## src/rtl/mux_sel_scanner.sv

```systemverilog
// rtl/mux_sel_scanner.sv - select sequencer for a 4-to-1 mux: dwell, sample pulse, sweep/continuous scan
// Optional channel masking is enabled by defining MUX_SCAN_MASK_EN.
module mux_sel_scanner #(
  parameter int DWELL_W    = 4,
  parameter bit CONTINUOUS = 1'b1
) (
  input  logic               clk,
  input  logic               rst,
  input  logic               start,
  input  logic               stop,
  input  logic [DWELL_W-1:0] dwell,
  input  logic [3:0]         chan_mask,
  output logic               s1,
  output logic               s0,
  output logic               sample_valid,
  output logic               busy,
  output logic               done
);

  typedef enum logic [1:0] {
    IDLE   = 2'd0,
    DWELL  = 2'd1,
    SAMPLE = 2'd2
  } state_t;

  localparam logic [DWELL_W-1:0] CNT_ONE = {{(DWELL_W-1){1'b0}}, 1'b1};

  state_t             state, state_nx;
  logic [1:0]         sel, sel_nx;
  logic [DWELL_W-1:0] cnt, cnt_nx;
  logic [DWELL_W-1:0] dwell_q, dwell_nx;
  logic [3:0]         mask_q, mask_nx;
  logic               stop_pend, stop_pend_nx;
  logic               done_q, done_nx;
  logic [3:0]         start_mask;
  logic [2:0]         up_hit;

`ifdef MUX_SCAN_MASK_EN
  assign start_mask = chan_mask;
`else
  // chan_mask is read but cannot clear any channel without the mask feature
  assign start_mask = chan_mask | 4'b1111;
`endif

  function automatic logic [1:0] first_idx(input logic [3:0] m);
    first_idx = 2'd0;
    for (int i = 3; i >= 0; i--) begin
      if (m[i]) first_idx = 2'(i);
    end
  endfunction

  // {found, index} of the lowest enabled channel strictly above cur
  function automatic logic [2:0] next_above(input logic [3:0] m, input logic [1:0] cur);
    next_above = 3'b000;
    for (int i = 3; i >= 0; i--) begin
      if (m[i] && (i > int'(cur))) next_above = {1'b1, 2'(i)};
    end
  endfunction

  assign up_hit = next_above(mask_q, sel);

  always_ff @(posedge clk or posedge rst) begin
    if (rst) begin
      state     <= IDLE;
      sel       <= 2'd0;
      cnt       <= '0;
      dwell_q   <= '0;
      mask_q    <= 4'd0;
      stop_pend <= 1'b0;
      done_q    <= 1'b0;
    end else begin
      state     <= state_nx;
      sel       <= sel_nx;
      cnt       <= cnt_nx;
      dwell_q   <= dwell_nx;
      mask_q    <= mask_nx;
      stop_pend <= stop_pend_nx;
      done_q    <= done_nx;
    end
  end

  always_comb begin
    state_nx     = state;
    sel_nx       = sel;
    cnt_nx       = cnt;
    dwell_nx     = dwell_q;
    mask_nx      = mask_q;
    stop_pend_nx = stop_pend;
    done_nx      = 1'b0;
    case (state)
      IDLE: begin
        // a same-cycle stop is dropped: nothing is running yet to stop
        if (start && (start_mask != 4'd0)) begin
          state_nx     = DWELL;
          sel_nx       = first_idx(start_mask);
          cnt_nx       = dwell;
          dwell_nx     = dwell;
          mask_nx      = start_mask;
          stop_pend_nx = 1'b0;
        end
      end
      DWELL: begin
        if (stop) stop_pend_nx = 1'b1;
        if (cnt == '0) state_nx = SAMPLE;
        else           cnt_nx   = cnt - CNT_ONE;
      end
      SAMPLE: begin
        if (stop_pend || stop) begin
          state_nx     = IDLE;
          done_nx      = 1'b1;
          stop_pend_nx = 1'b0;
        end else if (up_hit[2]) begin
          state_nx = DWELL;
          sel_nx   = up_hit[1:0];
          cnt_nx   = dwell_q;
        end else if (CONTINUOUS) begin
          state_nx = DWELL;
          sel_nx   = first_idx(mask_q);
          cnt_nx   = dwell_q;
        end else begin
          state_nx     = IDLE;
          done_nx      = 1'b1;
          stop_pend_nx = 1'b0;
        end
      end
      default: state_nx = IDLE;
    endcase
  end

  assign s1           = sel[1];
  assign s0           = sel[0];
  assign sample_valid = (state == SAMPLE);
  assign busy         = (state != IDLE);
  assign done         = done_q;

endmodule

```

## config.mk

```make
export PLATFORM = sky130hd
export DESIGN_NAME = mux_sel_scanner
export DESIGN_NICKNAME = d
export VERILOG_FILES = /design/src/rtl/mux_sel_scanner.sv
export SDC_FILE = /design/constraint.sdc
export NUM_CORES = 1
export LEC_CHECK = 0
export ABC_CLOCK_PERIOD_IN_PS = 2470
export CAP_MARGIN = 20
export CORE_MARGIN = 3
export CORE_UTILIZATION = 40
export DETAILED_ROUTE_END_ITERATION = 6
export SYNTH_ARGS = -nofsm -noshare
export SYNTH_HDL_FRONTEND = slang
export SYNTH_SLANG_ARGS = --single-unit
```

## constraint.sdc

```tcl
create_clock -name clk -period 2.47 [get_ports clk]
set_input_delay 0.494 -clock clk [delete_from_list [all_inputs] [get_ports clk]]
set_output_delay 0.494 -clock clk [all_outputs]
set_load 0.05 [all_outputs]
```

## Yosys cells after proc, flatten, opt, wreduce, memory -nomap -nowiden

Index checks and enable logic that the tools add are counted.

- Register bits: 15
- Bits in latches: 0
- Bits in writable memories: 0
- Bits in read-only memories: 0
- Bits of input ports: 12
- Output and inout bits: 5
- Memories kept: 0

- $add $sub $neg: 1
- Multipliers: 0
- Div/mod/pow operators: 0
- $lt $le $gt $ge: 3
- Equality and inequality tests: 8
- Shifts and indexed selects: 0
- Multiplexer cells: 25
- Bitwise logic cells: 0
- Reduce and logical (&&, ||, !) cells: 14

Operators by type and width:

| kind | count |
|---|---|
| 2-to-1 mux 2 bit | 9 |
| 2-to-1 mux 4 bit | 3 |
| one-hot mux 4 bit (3 select lines) | 1 |
| != test 2 bit (second input constant) | 5 |
| 2-to-1 mux 3 bit | 3 |
| AND reduction 4 bit | 2 |
| 2-to-1 mux 1 bit | 6 |
| one-hot mux 2 bit (3 select lines) | 1 |
| greater-than comparator 2 bit (first input constant) | 2 |
| zero test 4 bit | 1 |
| one-hot mux 2 bit (2 select lines) | 1 |
| AND reduction 2 bit | 2 |
| nonzero test 2 bit | 2 |
| subtractor 4 x 1 -> 4 bit (second input constant) | 1 |
| logical AND 1 bit | 3 |
| one-hot mux 1 bit (3 select lines) | 1 |
| AND reduction 3 bit | 1 |
| nonzero test 3 bit | 1 |
| == test 2 x 1 -> 1 bit (second input constant) | 1 |
| == test 2 bit (second input constant) | 1 |
| greater-than comparator 1 x 2 -> 1 bit (first input constant) | 1 |
| zero test 2 bit | 1 |
| != test 2 x 1 -> 1 bit (second input constant) | 1 |
| logical OR 1 bit | 1 |

## Longest topological paths before layout

Gate-level depths: netlist of the first run.

- Depth in word-level cells: 8
- Gate-level depth with buffers: 8
- Depth with buffers taken out: 6

## Worst setup path after synthesis of the first run

No wires, ideal clock.

- Path kind: flip-flop to flip-flop
- From: reg state[0]
- To: reg cnt[0]
- Library setup time: 125 ps
- Arrival: 1931 ps
- Setup slack: 414 ps
- Cell stages (with the launch flop): 9
- Cell sequence: dfrtp_1 -> inv_1 -> ha_1 -> buf_2 -> nor3_2 -> a21oi_1 -> and3_1 -> buf_6 -> mux2_4

- Longest elaborated chain between the ends: 3
- Elaborated cells between the ends (all ways): 9
- Those cells by class: eq/ne (5); mux (1); reduce/logical (3)

Ends and longest elaborated chain:

| what | line | source |
|---|---|---|
| start: declaration | 28 | `state_t state, state_nx;` |
| start signal: assignment | 72 | `state <= state_nx;` |
| == test 2 bit * | -- |  |
| named net sample_valid | 15 | `output logic sample_valid,` |
| != test 2 bit (no line) / nonzero test 3 bit (equally long branches) | -- |  |
| AND reduction 4 bit (no line) | -- |  |
| end signal: assignment | 74 | `cnt <= cnt_nx;` |
| end: declaration | 30 | `logic [DWELL_W-1:0] cnt, cnt_nx;` |

The timed path passes the listed nets; every way through them passes the cells marked *.
A chain may end at the register's enable or synchronous reset.

## Worst setup path in the final report of the first run

- From: reg state[0]
- To: out sample_valid

- Longest elaborated chain between the ends: 1

Ends and longest elaborated chain:

| what | line | source |
|---|---|---|
| == test 2 bit | 132 | `assign sample_valid = (state == SAMPLE);` |
| end: declaration | 15 |  |

No other way between the ends.

==> qor.csv, run 1 <==
stage,metric,value,unit
run_status,result_of_the_run,completed,
drt,wirelength,1.695,mm
logic_synthesis,synth.ff_latch_count,15,
logic_synthesis,netlist.area_leader.share,42.02,%
global_route,globalRouteTotalUtil,14.52,%
clocking,tritoncts,built,
drt,post_drt_wl_per_cell,13.45,um
die,design.portCount,17,
power_and_ir_drop,switching_share,44.35,%
drt,top_signal_layer_used,met4,
die,die_w,53.26,um
setup_path,reg2reg_slack,0.55,ns
die,core_area,2042,um2
global_route,grt_pass1_vias,661,
min_path,hp-class,reg -> reg,
sta,number_of_pins_with_negative_max_slew_slack_in_the_final_report,0,
clocking,clock_insertion_delay_worst_skew,0.29,ns
finish,antenna_cells,0,
placed_design,place_congestion,0.8187,
drt,post_drt_via_cell_ratio,5.079,
power_and_ir_drop,intPower,0.8175,mW
sta,worst-slew-pin-transition,0.5869,ns
finish,mostFrequentLayoutCells,"sky130_fd_sc_hd__dfrtp_1 (15), sky130_fd_sc_hd__clkdlybuf4s50_1 (10), sky130_fd_sc_hd__nor2_1 (8), sky130_fd_sc_hd__inv_1 (8), sky130_fd_sc_hd__ha_1 (7)",
logic_synthesis,syn-num-nets,106,
setup_path,worstReg2RegStart,state[0],
flow_run,drv_cap,0,
drt,met2_length,783,um
logic_synthesis,count_of_flip_flops_with_a_built_in_enable_after_synthesis,0,
sta,rsz0062_at_grt,no,
clocking,cts_resized,0,
logic_synthesis,post_synth_inst_count,87,
finish,layout.nets,119,
clocking,cts_num_sinks,15,
logic_synthesis,yosysTopAreaCell,sky130_fd_sc_hd__dfrtp_1,
logic_synthesis,synth-warning-count,0,
setup_path,worst-endpoint-required,1.98,ns
clocking,clkSlewWorstSetupHoldPaths,0.09,ns
sta,period_minus_slack,2.029,ns
logic_synthesis,ys_top_cells_by_area,"sky130_fd_sc_hd__dfrtp_1 (42%), sky130_fd_sc_hd__ha_1 (9.8%), sky130_fd_sc_hd__mux2_4 (6.7%), sky130_fd_sc_hd__mux2_2 (5.0%), sky130_fd_sc_hd__inv_1 (3.4%)",
setup_path,setup_crit_start_kind,flip-flop,
power_and_ir_drop,totalPowerFinal,1.469,mW
drt,drcViolationCount,0,
clocking,cts-root-buf,sky130_fd_sc_hd__clkbuf_4,
drt,drt-pass1-iter-count,4,
global_route,grt_first_pass_wirelength,2.891,mm
die,initial_utilization,43.75,%
setup_path,timing.critical_path.to_type,output port,
setup_path,cpLargestDelayFamily,flip-flops,
setup_path,worstSetupPathDepth,3,
finish,final_util,50.86,%
die,area_of_the_die,2837,um2
drt,antenna_violating_nets_post_route,0,
setup_path,path_class,reg -> out,
die,rows,16,
logic_synthesis,synth.avg_cell_area,10.27,um2
setup_path,crit_arrival,1.54,ns
power_and_ir_drop,power.combinational.fraction,59.3,%
power_and_ir_drop,power_leakage,0.4788,nW
sta,timing.final.setup_violations,0,
sta,fmax,492.8,MHz
power_and_ir_drop,share_clk_of_total_power,9.8,%
die,die_h,53.26,um
logic_synthesis,synth_sequential_area_ratio,42.02,%
global_route,grt_max_degree,16,
setup_path,cp_slowest_cell,sky130_fd_sc_hd__dfrtp_1,
setup_path,critical_path.n_buffers_inverters,2,
placed_design,portBuffers,12,
drt,drt-met1-wl,849,um
logic_synthesis,syn-cell-area,893.4,um2
setup_path,ff_to_ff_end,cnt[0],
setup_path,reg2regPathDepth,5,
setup_path,setup.worst_path.end,sample_valid,
global_route,globalRouteOverflowTotal,0,
sta,fin_tns_setup,0,ns
clocking,clock_tree.htree_level_count,1,
power_and_ir_drop,ir_worst_vdd,759.3,uV
power_and_ir_drop,powerDensity,1415,nW/um2
clocking,postCtsHoldBufs,0,
logic_synthesis,synth_ff_type,sky130_fd_sc_hd__dfrtp_1,
power_and_ir_drop,switching_power,0.6515,mW
global_route,grt_antenna_before_repair,0,
logic_synthesis,number_of_distinct_library_cells_after_synthesis,31,
clocking,cts_buffer_depth,2,
drt,route.met3.wl,55,um
finish,area_overhead_vs_synth,16.25,%
logic_synthesis,synthArstFlopShare,100.0,%
finish,layout.cells.most_common,sky130_fd_sc_hd__dfrtp_1,
setup_path,critical_path.max_stage_delay,0.44,ns
setup_path,worstPathCellList,"inv_1, ha_1, buf_4",
setup_path,critPathLaunch,state[0],
finish,share_of_final_layout_standard_cells_stronger_than_drive_strength_1,16.16,%
setup_path,critPathMaxFanout,11,
power_and_ir_drop,pwr-share-seq,31.0,%
drt,detail_route.iter0.violations,16,
sta,final_hold_viol_count,0,
sta,worst_relative_slew_slack,60.83,%
clocking,cts_made_buffers,3,
drt,detailroute.via_count,640,
sta,final_min_period_over_clock_period,82.16,%
clocking,cts_setup_buffers,0,
placed_design,detailedPlacementHpwl,1.241,mm
sta,clock-skew-final,0.005423,ns
worst min-delay path by stage:
stage | end | slack (ns) | start | cells after the start
final | mask_q[0] | 0.51 | mask_q[0] | 1
after floorplan | cnt[0] | 0.40 | rst | 1
after detailed placement | mask_q[0] | 0.49 | mask_q[0] | 1
after global placement | mask_q[0] | 0.48 | mask_q[0] | 1
after CTS | mask_q[0] | 0.51 | mask_q[0] | 1
after global routing | dwell_q[2] | 0.53 | dwell_q[2] | 1
cell type report:
cell class              instances  area [um2]
fillers                       203        1003
multi-input cells              60       456.7
flip-flops and latches         15       375.4
well taps                      27       33.78
repair buffers                 12       115.1
clock buffers                   3       22.52
clock inverters                 1       5.005
inverters                       8       30.03
routing by layer:
layer  vias to the layer above  track usage, %
met2                         8           22.45
li1                        325               -
met3                         2           3.944
met4                         0           7.660
met1                       305           18.18
met5                         -               0
Yosys cell counts, types with 2 or more instances:
| master | n |
|---|---|
| sky130_fd_sc_hd__nor2b_1 | 2 |
| sky130_fd_sc_hd__a31oi_1 | 2 |
| sky130_fd_sc_hd__inv_1 | 8 |
| sky130_fd_sc_hd__a21oi_1 | 4 |
| sky130_fd_sc_hd__dfrtp_1 | 15 |
| sky130_fd_sc_hd__o21ai_0 | 3 |
| sky130_fd_sc_hd__mux2_2 | 4 |
| sky130_fd_sc_hd__buf_6 | 2 |
| sky130_fd_sc_hd__nand3_1 | 2 |
| sky130_fd_sc_hd__ha_1 | 7 |
| sky130_fd_sc_hd__nand2_1 | 6 |
| sky130_fd_sc_hd__mux2_4 | 4 |
| sky130_fd_sc_hd__nor2_1 | 8 |
| sky130_fd_sc_hd__a22oi_1 | 2 |
| sky130_fd_sc_hd__nand2b_1 | 2 |
flip-flops by register name, summed over array words and instances (netlist names):
name / count
dwell_q: 4
state: 2
done: 1
stop_pend: 1
cnt: 4
mask_q: 1
sel: 2
per-stage QoR:
step	cells	cell area (um2)	worst slack (ns)	hold slack, ns
CTS	126	1039	0.4389	0.5127
finish	126	1039	0.4406	0.5119
floorplan	87	893.4	0.4138	0.3955
global route	126	1039	0.3443	0.5256
global placement	122	1011	0.4476	0.4843
detailed placement	122	1011	0.4178	0.4866
cells by family after synthesis:
logic type | after synthesis | share of synthesized area (%)
fa+ha+maj | 7 | 9.803
compound gates | 17 | 12.46
xor+xnor | 1 | 0.9806
mux | 9 | 12.89
flops | 15 | 42.02
simple gates | 26 | 14.99
buf+inv | 12 | 6.862
power by group through the flow:
stage	clock (mW)	sequential (mW)	combinational, mW
2_1_floorplan	0	0.500	0.678
3_3_place_gp	0	0.457	0.860
3_5_place_dp	0	0.460	0.869
4_1_cts	0.151	0.455	0.875
5_1_grt	0.160	0.468	0.956
6_report	0.144	0.455	0.870
Note: power is estimated with default switching activity, not from simulation.
==> run 2, diff against run 1 <==
--- a/config.mk
+++ b/config.mk
@@ -5,11 +5,12 @@
 export SDC_FILE = /design/constraint.sdc
 export NUM_CORES = 1
 export LEC_CHECK = 0
-export ABC_CLOCK_PERIOD_IN_PS = 2470
+export ABC_CLOCK_PERIOD_IN_PS = 1700
 export CAP_MARGIN = 20
 export CORE_MARGIN = 3
 export CORE_UTILIZATION = 40
 export DETAILED_ROUTE_END_ITERATION = 6
+export PLACE_DENSITY = 0.67
 export SYNTH_ARGS = -nofsm -noshare
 export SYNTH_HDL_FRONTEND = slang
 export SYNTH_SLANG_ARGS = --single-unit
==> constraint.sdc (replaced) <==
create_clock -name clk -period 1.7 [get_ports clk]
set_input_delay 0.34 -clock clk [delete_from_list [all_inputs] [get_ports clk]]
set_output_delay 0.34 -clock clk [all_outputs]
set_load 0.05 [all_outputs]
==> run 2 against run 1 <==
Net effect:
- final area increased by 16%
- clock-buffer cell count increased by 1
- clock power increased by 47%
- sequential cell count unchanged
- critical path depth increased by 1
- routed wire length increased by 12%
- first-iteration DRC count decreased by 50%
- worst hold slack got worse by 0.16 ns
- largest power group unchanged
==> qor.csv, run 2 (same netlist as run 1, synthesis figures left out) <==
stage,metric,value,unit,change
sta,final_hold_viol_count,0,,unchanged
min_path,hp-class,in -> async,,
clocking,cts_buffer_depth,2,,unchanged
drt,antenna_violating_nets_post_route,0,,unchanged
setup_path,reg2regPathDepth,6,,+1
sta,worst-slew-pin-transition,0.3199,ns,-0.2670 ns
placed_design,dp_worst_slack,-0.03409,ns,-0.4519 ns
power_and_ir_drop,powerDensity,2097,nW/um2,+48%
setup_path,cp_slowest_cell,sky130_fd_sc_hd__dfrtp_1,,
setup_path,critPathMaxFanout,6,,-5
clocking,cts_num_sinks,15,,unchanged
placed_design,detailedPlacementHpwl,1.400,mm,+13%
drt,drt-pass1-iter-count,2,,-2
clocking,cts-root-buf,sky130_fd_sc_hd__clkbuf_4,,
setup_path,worstSetupPathDepth,4,,+1
clocking,clock_insertion_delay_worst_skew,0.29,ns,about the same
drt,post_drt_wl_per_cell,13.40,um,-0.36%
die,design.portCount,17,,unchanged
die,core_area,2042,um2,unchanged
placed_design,place_congestion,0.7728,,-5.6%
placed_design,portBuffers,12,,unchanged
sta,fin_tns_setup,0,ns,unchanged
die,die_w,53.26,um,unchanged
clocking,cts_made_buffers,3,,unchanged
flow_run,drv_cap,0,,unchanged
setup_path,setup_crit_start_kind,flip-flop,,
finish,fillerInstances,192,,-5.4%
power_and_ir_drop,ir_worst_vdd,1184,uV,+56%
setup_path,timing.critical_path.to_type,output port,,
setup_path,critical_path.max_stage_delay,0.39,ns,-0.05 ns
sta,clock-skew-final,0.001358,ns,-0.004065 ns
power_and_ir_drop,switching_share,41.73,%,-2.6 points
finish,layout.cells.most_common,sky130_fd_sc_hd__buf_4,,
finish,antenna_cells,0,,unchanged
setup_path,path_class,reg -> out,,
global_route,grt_max_degree,16,,unchanged
power_and_ir_drop,switching_power,1.058,mW,+62%
sta,rsz0062_at_grt,no,,
global_route,grt_antenna_before_repair,0,,unchanged
setup_path,crit_arrival,1.28,ns,-0.26 ns
clocking,tritoncts,built,,
die,rows,16,,unchanged
sta,fmax,615.9,MHz,
global_route,globalRouteOverflowTotal,0,,unchanged
clocking,postCtsHoldBufs,0,,unchanged
sta,number_of_pins_with_negative_max_slew_slack_in_the_final_report,0,,unchanged
power_and_ir_drop,power_leakage,0.5625,nW,+17%
setup_path,cpLargestDelayFamily,buffers and inverters,,
power_and_ir_drop,intPower,1.477,mW,+81%
run_status,result_of_the_run,completed,,
die,die_h,53.26,um,unchanged
setup_path,critical_path.n_buffers_inverters,3,,+1
setup_path,worst-endpoint-required,1.36,ns,-0.62 ns
sta,final_min_period_over_clock_period,95.51,%,
power_and_ir_drop,totalPowerFinal,2.535,mW,+73%
global_route,grt_pass1_vias,727,,+10%
sta,timing.final.setup_violations,0,,unchanged
finish,layout.nets,134,,+13%
global_route,grt_first_pass_wirelength,3.243,mm,+12%
die,initial_utilization,43.75,%,unchanged
sta,period_minus_slack,1.624,ns,
finish,share_of_final_layout_standard_cells_stronger_than_drive_strength_1,35.09,%,+19 points
clocking,clkSlewWorstSetupHoldPaths,0.09,ns,about the same
sta,worst_relative_slew_slack,78.63,%,+18 points
clocking,clock_tree.htree_level_count,1,,unchanged
finish,area_overhead_vs_synth,35.29,%,
finish,biggestRegsByFlops,"cnt (4), dwell_q (4)",,
global_route,globalRouteTotalUtil,16.06,%,+1.5 points
drt,drcViolationCount,0,,unchanged
finish,mostFrequentLayoutCells,"sky130_fd_sc_hd__buf_4 (17), sky130_fd_sc_hd__dfrtp_1 (15), sky130_fd_sc_hd__nor2_1 (8), sky130_fd_sc_hd__clkdlybuf4s50_1 (7)",,
drt,detailroute.via_count,720,,+13%
setup_path,worstPathCellList,"buf_4, ha_4, buf_6, buf_12",,
power_and_ir_drop,pwr-share-seq,25.2,%,-5.8 points
drt,wirelength,1.890,mm,+12%
sta,setup_ws,0.07634,ns,-0.3643 ns
die,area_of_the_die,2837,um2,unchanged
drt,detail_route.iter0.violations,8,,-8
drt,post_drt_via_cell_ratio,5.106,,+0.53%
power_and_ir_drop,share_clk_of_total_power,8.4,%,-1.4 points
power_and_ir_drop,power.combinational.fraction,66.4,%,+7.1 points
==> run 2: cell type report <==
type	count	area, um2	area share, %
tap	27	33.78	2.795
sequential	15	375.4	31.06
timing repair buffer	27	249.0	20.60
multi-input combinational	60	494.2	40.89
inverter	8	30.03	2.484
clock buffer	4	26.28	2.174
==> run 2: through the flow <==
| step | std cells | utilization (%) | cell area [um2] | hold WS, ns |
|---|---|---|---|---|
| global route | 141 | 59.19 | 1209 | 0.3752 |
| finish | 141 | 59.19 | 1209 | 0.3471 |
| CTS | 141 | 58.15 | 1187 | 0.3452 |
| global placement | 135 | 55.76 | 1139 | 0.4872 |
| floorplan | 87 | - | 912.1 | 0.2415 |
| detailed placement | 135 | 55.76 | 1139 | 0.4994 |
==> run 2: per-layer routing <==
metal	GRT usage, %	up-vias	part of all wire, %
met5	0	-	0
met4	9.787	0	3.3
met3	2.254	6	2.6
met2	25.92	11	48
met1	19.93	352	46
li1	-	351	-
==> run 2: final timing paths <==
path	end	slack (ns)	start
hold reg to reg	dwell_q[2]	0.52	dwell_q[2]
hold / removal	cnt[0]	0.35	rst
min in group clk	dwell_q[2]	0.52	dwell_q[2]
setup / recovery	sample_valid	0.08	state[1]
setup reg to reg	cnt[1]	0.09	state[0]
max in group asynchronous	stop_pend	1.18	rst
==> run 2: power groups by stage <==
stage,clock (mW),sequential [mW],combinational [mW]
2_1_floorplan,0,0.733,1.02
3_3_place_gp,0,0.645,1.49
3_5_place_dp,0,0.660,1.53
4_1_cts,0.222,0.638,1.62
5_1_grt,0.234,0.660,1.83
6_report,0.212,0.639,1.68
==> run 2: worst reg2reg max path: stages (launching register included) <==
cell and delay [ns]:
sky130_fd_sc_hd__dfrtp_1 0.41, sky130_fd_sc_hd__buf_4 0.16, sky130_fd_sc_hd__ha_2 0.20, sky130_fd_sc_hd__nor3_2 0.17, sky130_fd_sc_hd__a21oi_1 0.06, sky130_fd_sc_hd__and3_4 0.20, sky130_fd_sc_hd__mux2_4 0.30
==> run 2: repair_timing <==
action / 4_1_cts / 5_1_grt
endpoints found under the setup margin: 5 / 3
resized for setup: 4 / 4
buffers inserted: 2 / 0
pin swaps: 0 / 0
==> run 3, diff against run 2 <==
--- a/config.mk
+++ b/config.mk
@@ -7,9 +7,9 @@
 export LEC_CHECK = 0
 export ABC_CLOCK_PERIOD_IN_PS = 1700
 export CAP_MARGIN = 20
-export CORE_MARGIN = 3
 export CORE_UTILIZATION = 40
 export DETAILED_ROUTE_END_ITERATION = 6
+export GPL_TIMING_DRIVEN = 0
 export PLACE_DENSITY = 0.67
 export SYNTH_ARGS = -nofsm -noshare
 export SYNTH_HDL_FRONTEND = slang
==> run 3 against run 2 <==
Net effect:
- via count decreased by 8.3%
- routed wire length decreased by 14%
- largest power group unchanged
- final area decreased by 6.8%
- cell count decreased by 5.0%
- global-route usage decreased by 0.14 points
==> qor.csv, run 3 (same netlist as run 1, synthesis figures left out) <==
stage,metric,value,unit,change
die,area_of_the_die,2427,um2,-14%
clocking,clkSlewWorstSetupHoldPaths,0.09,ns,about the same
setup_path,worstPathCellList,"inv_2, ha_2, inv_1, buf_4",,
clocking,cts_buffer_depth,2,,unchanged
sta,rsz0062_at_grt,no,,
clocking,cts-root-buf,sky130_fd_sc_hd__clkbuf_4,,
clocking,clock_tree.htree_level_count,1,,unchanged
global_route,globalRouteTotalUtil,15.92,%,-0.14 points
clocking,clock_insertion_delay_worst_skew,0.29,ns,about the same
setup_path,cpLargestDelayFamily,flip-flops,,
sta,clock-skew-final,0.0006335,ns,-0.0007243 ns
setup_path,cp_slowest_cell,sky130_fd_sc_hd__dfrtp_1,,
power_and_ir_drop,ir_worst_vdd,1220,uV,+3.1%
sta,final_hold_viol_count,0,,unchanged
setup_path,setup_crit_start_kind,flip-flop,,
global_route,grt_max_degree,16,,unchanged
drt,wirelength,1.616,mm,-14%
global_route,grt_antenna_before_repair,0,,unchanged
global_route,grt_first_pass_wirelength,2.863,mm,-12%
die,design.portCount,17,,unchanged
sta,number_of_pins_with_negative_max_slew_slack_in_the_final_report,0,,unchanged
global_route,grt_pass1_vias,644,,-11%
drt,detail_route.iter0.violations,5,,-3
drt,antenna_violating_nets_post_route,0,,unchanged
drt,detailroute.via_count,660,,-8.3%
sta,fin_tns_setup,0,ns,unchanged
setup_path,worst-endpoint-required,1.36,ns,about the same
finish,share_of_final_layout_standard_cells_stronger_than_drive_strength_1,28.97,%,-6.1 points
setup_path,path_class,reg -> out,,
finish,area_overhead_vs_synth,26.05,%,
run_status,result_of_the_run,completed,,
finish,layout.nets,127,,-5.2%
finish,biggestRegsByFlops,"cnt (4), dwell_q (4)",,
setup_path,critical_path.n_buffers_inverters,3,,unchanged
finish,mostFrequentLayoutCells,"sky130_fd_sc_hd__dfrtp_1 (14), sky130_fd_sc_hd__nor2_1 (8), sky130_fd_sc_hd__clkdlybuf4s50_1 (7), sky130_fd_sc_hd__nand2_1 (6), sky130_fd_sc_hd__buf_4 (6)",,
drt,post_drt_via_cell_ratio,4.925,,-3.5%
sta,worst_relative_slew_slack,62.46,%,-16 points
sta,worst-slew-pin-transition,0.5625,ns,+0.2426 ns
sta,period_minus_slack,1.638,ns,+0.01418 ns
global_route,globalRouteOverflowTotal,0,,unchanged
finish,layout.cells.most_common,sky130_fd_sc_hd__dfrtp_1,,
die,rows,16,,unchanged
drt,drt-pass1-iter-count,2,,unchanged
sta,final_min_period_over_clock_period,96.34,%,+0.83 points
placed_design,portBuffers,12,,unchanged
setup_path,critical_path.max_stage_delay,0.42,ns,+0.03 ns
drt,post_drt_wl_per_cell,12.06,um,-10%
clocking,cts_made_buffers,3,,unchanged
die,die_h,49.26,um,-7.5%
finish,final_util,55.69,%,-3.5 points
drt,drcViolationCount,0,,unchanged
power_and_ir_drop,power_leakage,0.5233,nW,-7.0%
sta,fmax,610.6,MHz,-0.87%
clocking,postCtsHoldBufs,0,,unchanged
die,die_w,49.26,um,-7.5%
setup_path,critPathMaxFanout,6,,unchanged
setup_path,timing.critical_path.to_type,output port,,
clocking,tritoncts,built,,
die,initial_utilization,44.18,%,+0.43 points
setup_path,crit_arrival,1.30,ns,+0.02 ns
flow_run,drv_cap,0,,unchanged
clocking,cts_num_sinks,15,,unchanged
sta,timing.final.setup_violations,0,,unchanged
placed_design,detailedPlacementHpwl,1.156,mm,-17%
die,core_area,2022,um2,-0.98%
power_and_ir_drop,powerDensity,2024,nW/um2,-3.5%
placed_design,place_congestion,0.8535,,+10%
finish,antenna_cells,0,,unchanged
min_path,hp-class,in -> async,,
==> run 3: changes by cell type in the layout (fill, tap and decap cells not counted), sizes merged <==
| cell | change |
|---|---|
| buf | -11 |
| clkbuf | -1 |
| clkdlybuf4s15 | +1 |
| clkinv | +1 |
| dlygate4sd2 | +3 |
==> run 3: area by class of cell <==
| cell class | count | area [um2] |
|---|---|---|
| Clock inverter | 1 | 5.005 |
| Clock buffer | 3 | 22.52 |
| Sequential cell | 15 | 376.6 |
| Inverter | 8 | 30.03 |
| Multi-Input combinational cell | 60 | 479.2 |
| Fill cell | 177 | 895.9 |
| Timing Repair Buffer | 17 | 152.6 |
| Tap cell | 27 | 33.78 |
| Buffer | 3 | 26.28 |
==> run 3: final timing paths <==
check	to	cells after the start	startpoint	slack, ns
max	busy	4	state[0]	0.06
min	sel[1]	2	rst	0.40
max reg2reg	cnt[2]	6	state[0]	0.06
min reg2reg	mask_q[0]	1	mask_q[0]	0.52
max in group asynchronous	state[1]	2	rst	0.90
min in group clk	mask_q[0]	1	mask_q[0]	0.52
==> run 3: through the flow <==
step	power [mW]	hold WS [ns]	setup slack, ns	std cells	cell area [um2]
2_1_floorplan	1.756	0.2415	0.003720	87	912.1
5_1_grt	2.470	0.4587	0.001754	134	1126
3_5_place_dp	2.032	0.4986	-0.3333	126	1066
4_1_cts	2.258	0.4199	-0.001375	132	1107
6_report	2.280	0.3998	0.06217	134	1126
3_3_place_gp	2.008	0.4919	-0.2970	126	1066
==> run 3: where the power goes <==
group	leakage [nW]	switching [mW]	internal, mW
clock	0.0177	0.121	0.0876
sequential	0.181	0.140	0.520
combinational	0.325	0.726	0.685
total	0.523	0.987	1.29
==> run 3: repair_timing <==
action,CTS,global route
setup buffers,2,3
resized for setup,14,5
endpoints found under the setup margin,9,5
pin swaps,0,2
==> run 3: worst register-to-register path: cells and delay by family (launching register included) <==
family	cells	cell delay (ns)
buffers and inverters	2	0.20
adders and majority gates	1	0.16
DFF	1	0.40
muxes	1	0.31
and+or+nand+nor	1	0.30
AOI/OAI and AO/OA	1	0.17
==> run 3: layer usage <==
layer	GRT usage (%)	vias to the layer above	part of all wire (%)
met2	23.74	8	46
met1	21.02	311	50
met4	4.412	0	0
met5	0	-	0
met3	6.542	0	3.9
li1	-	341	-
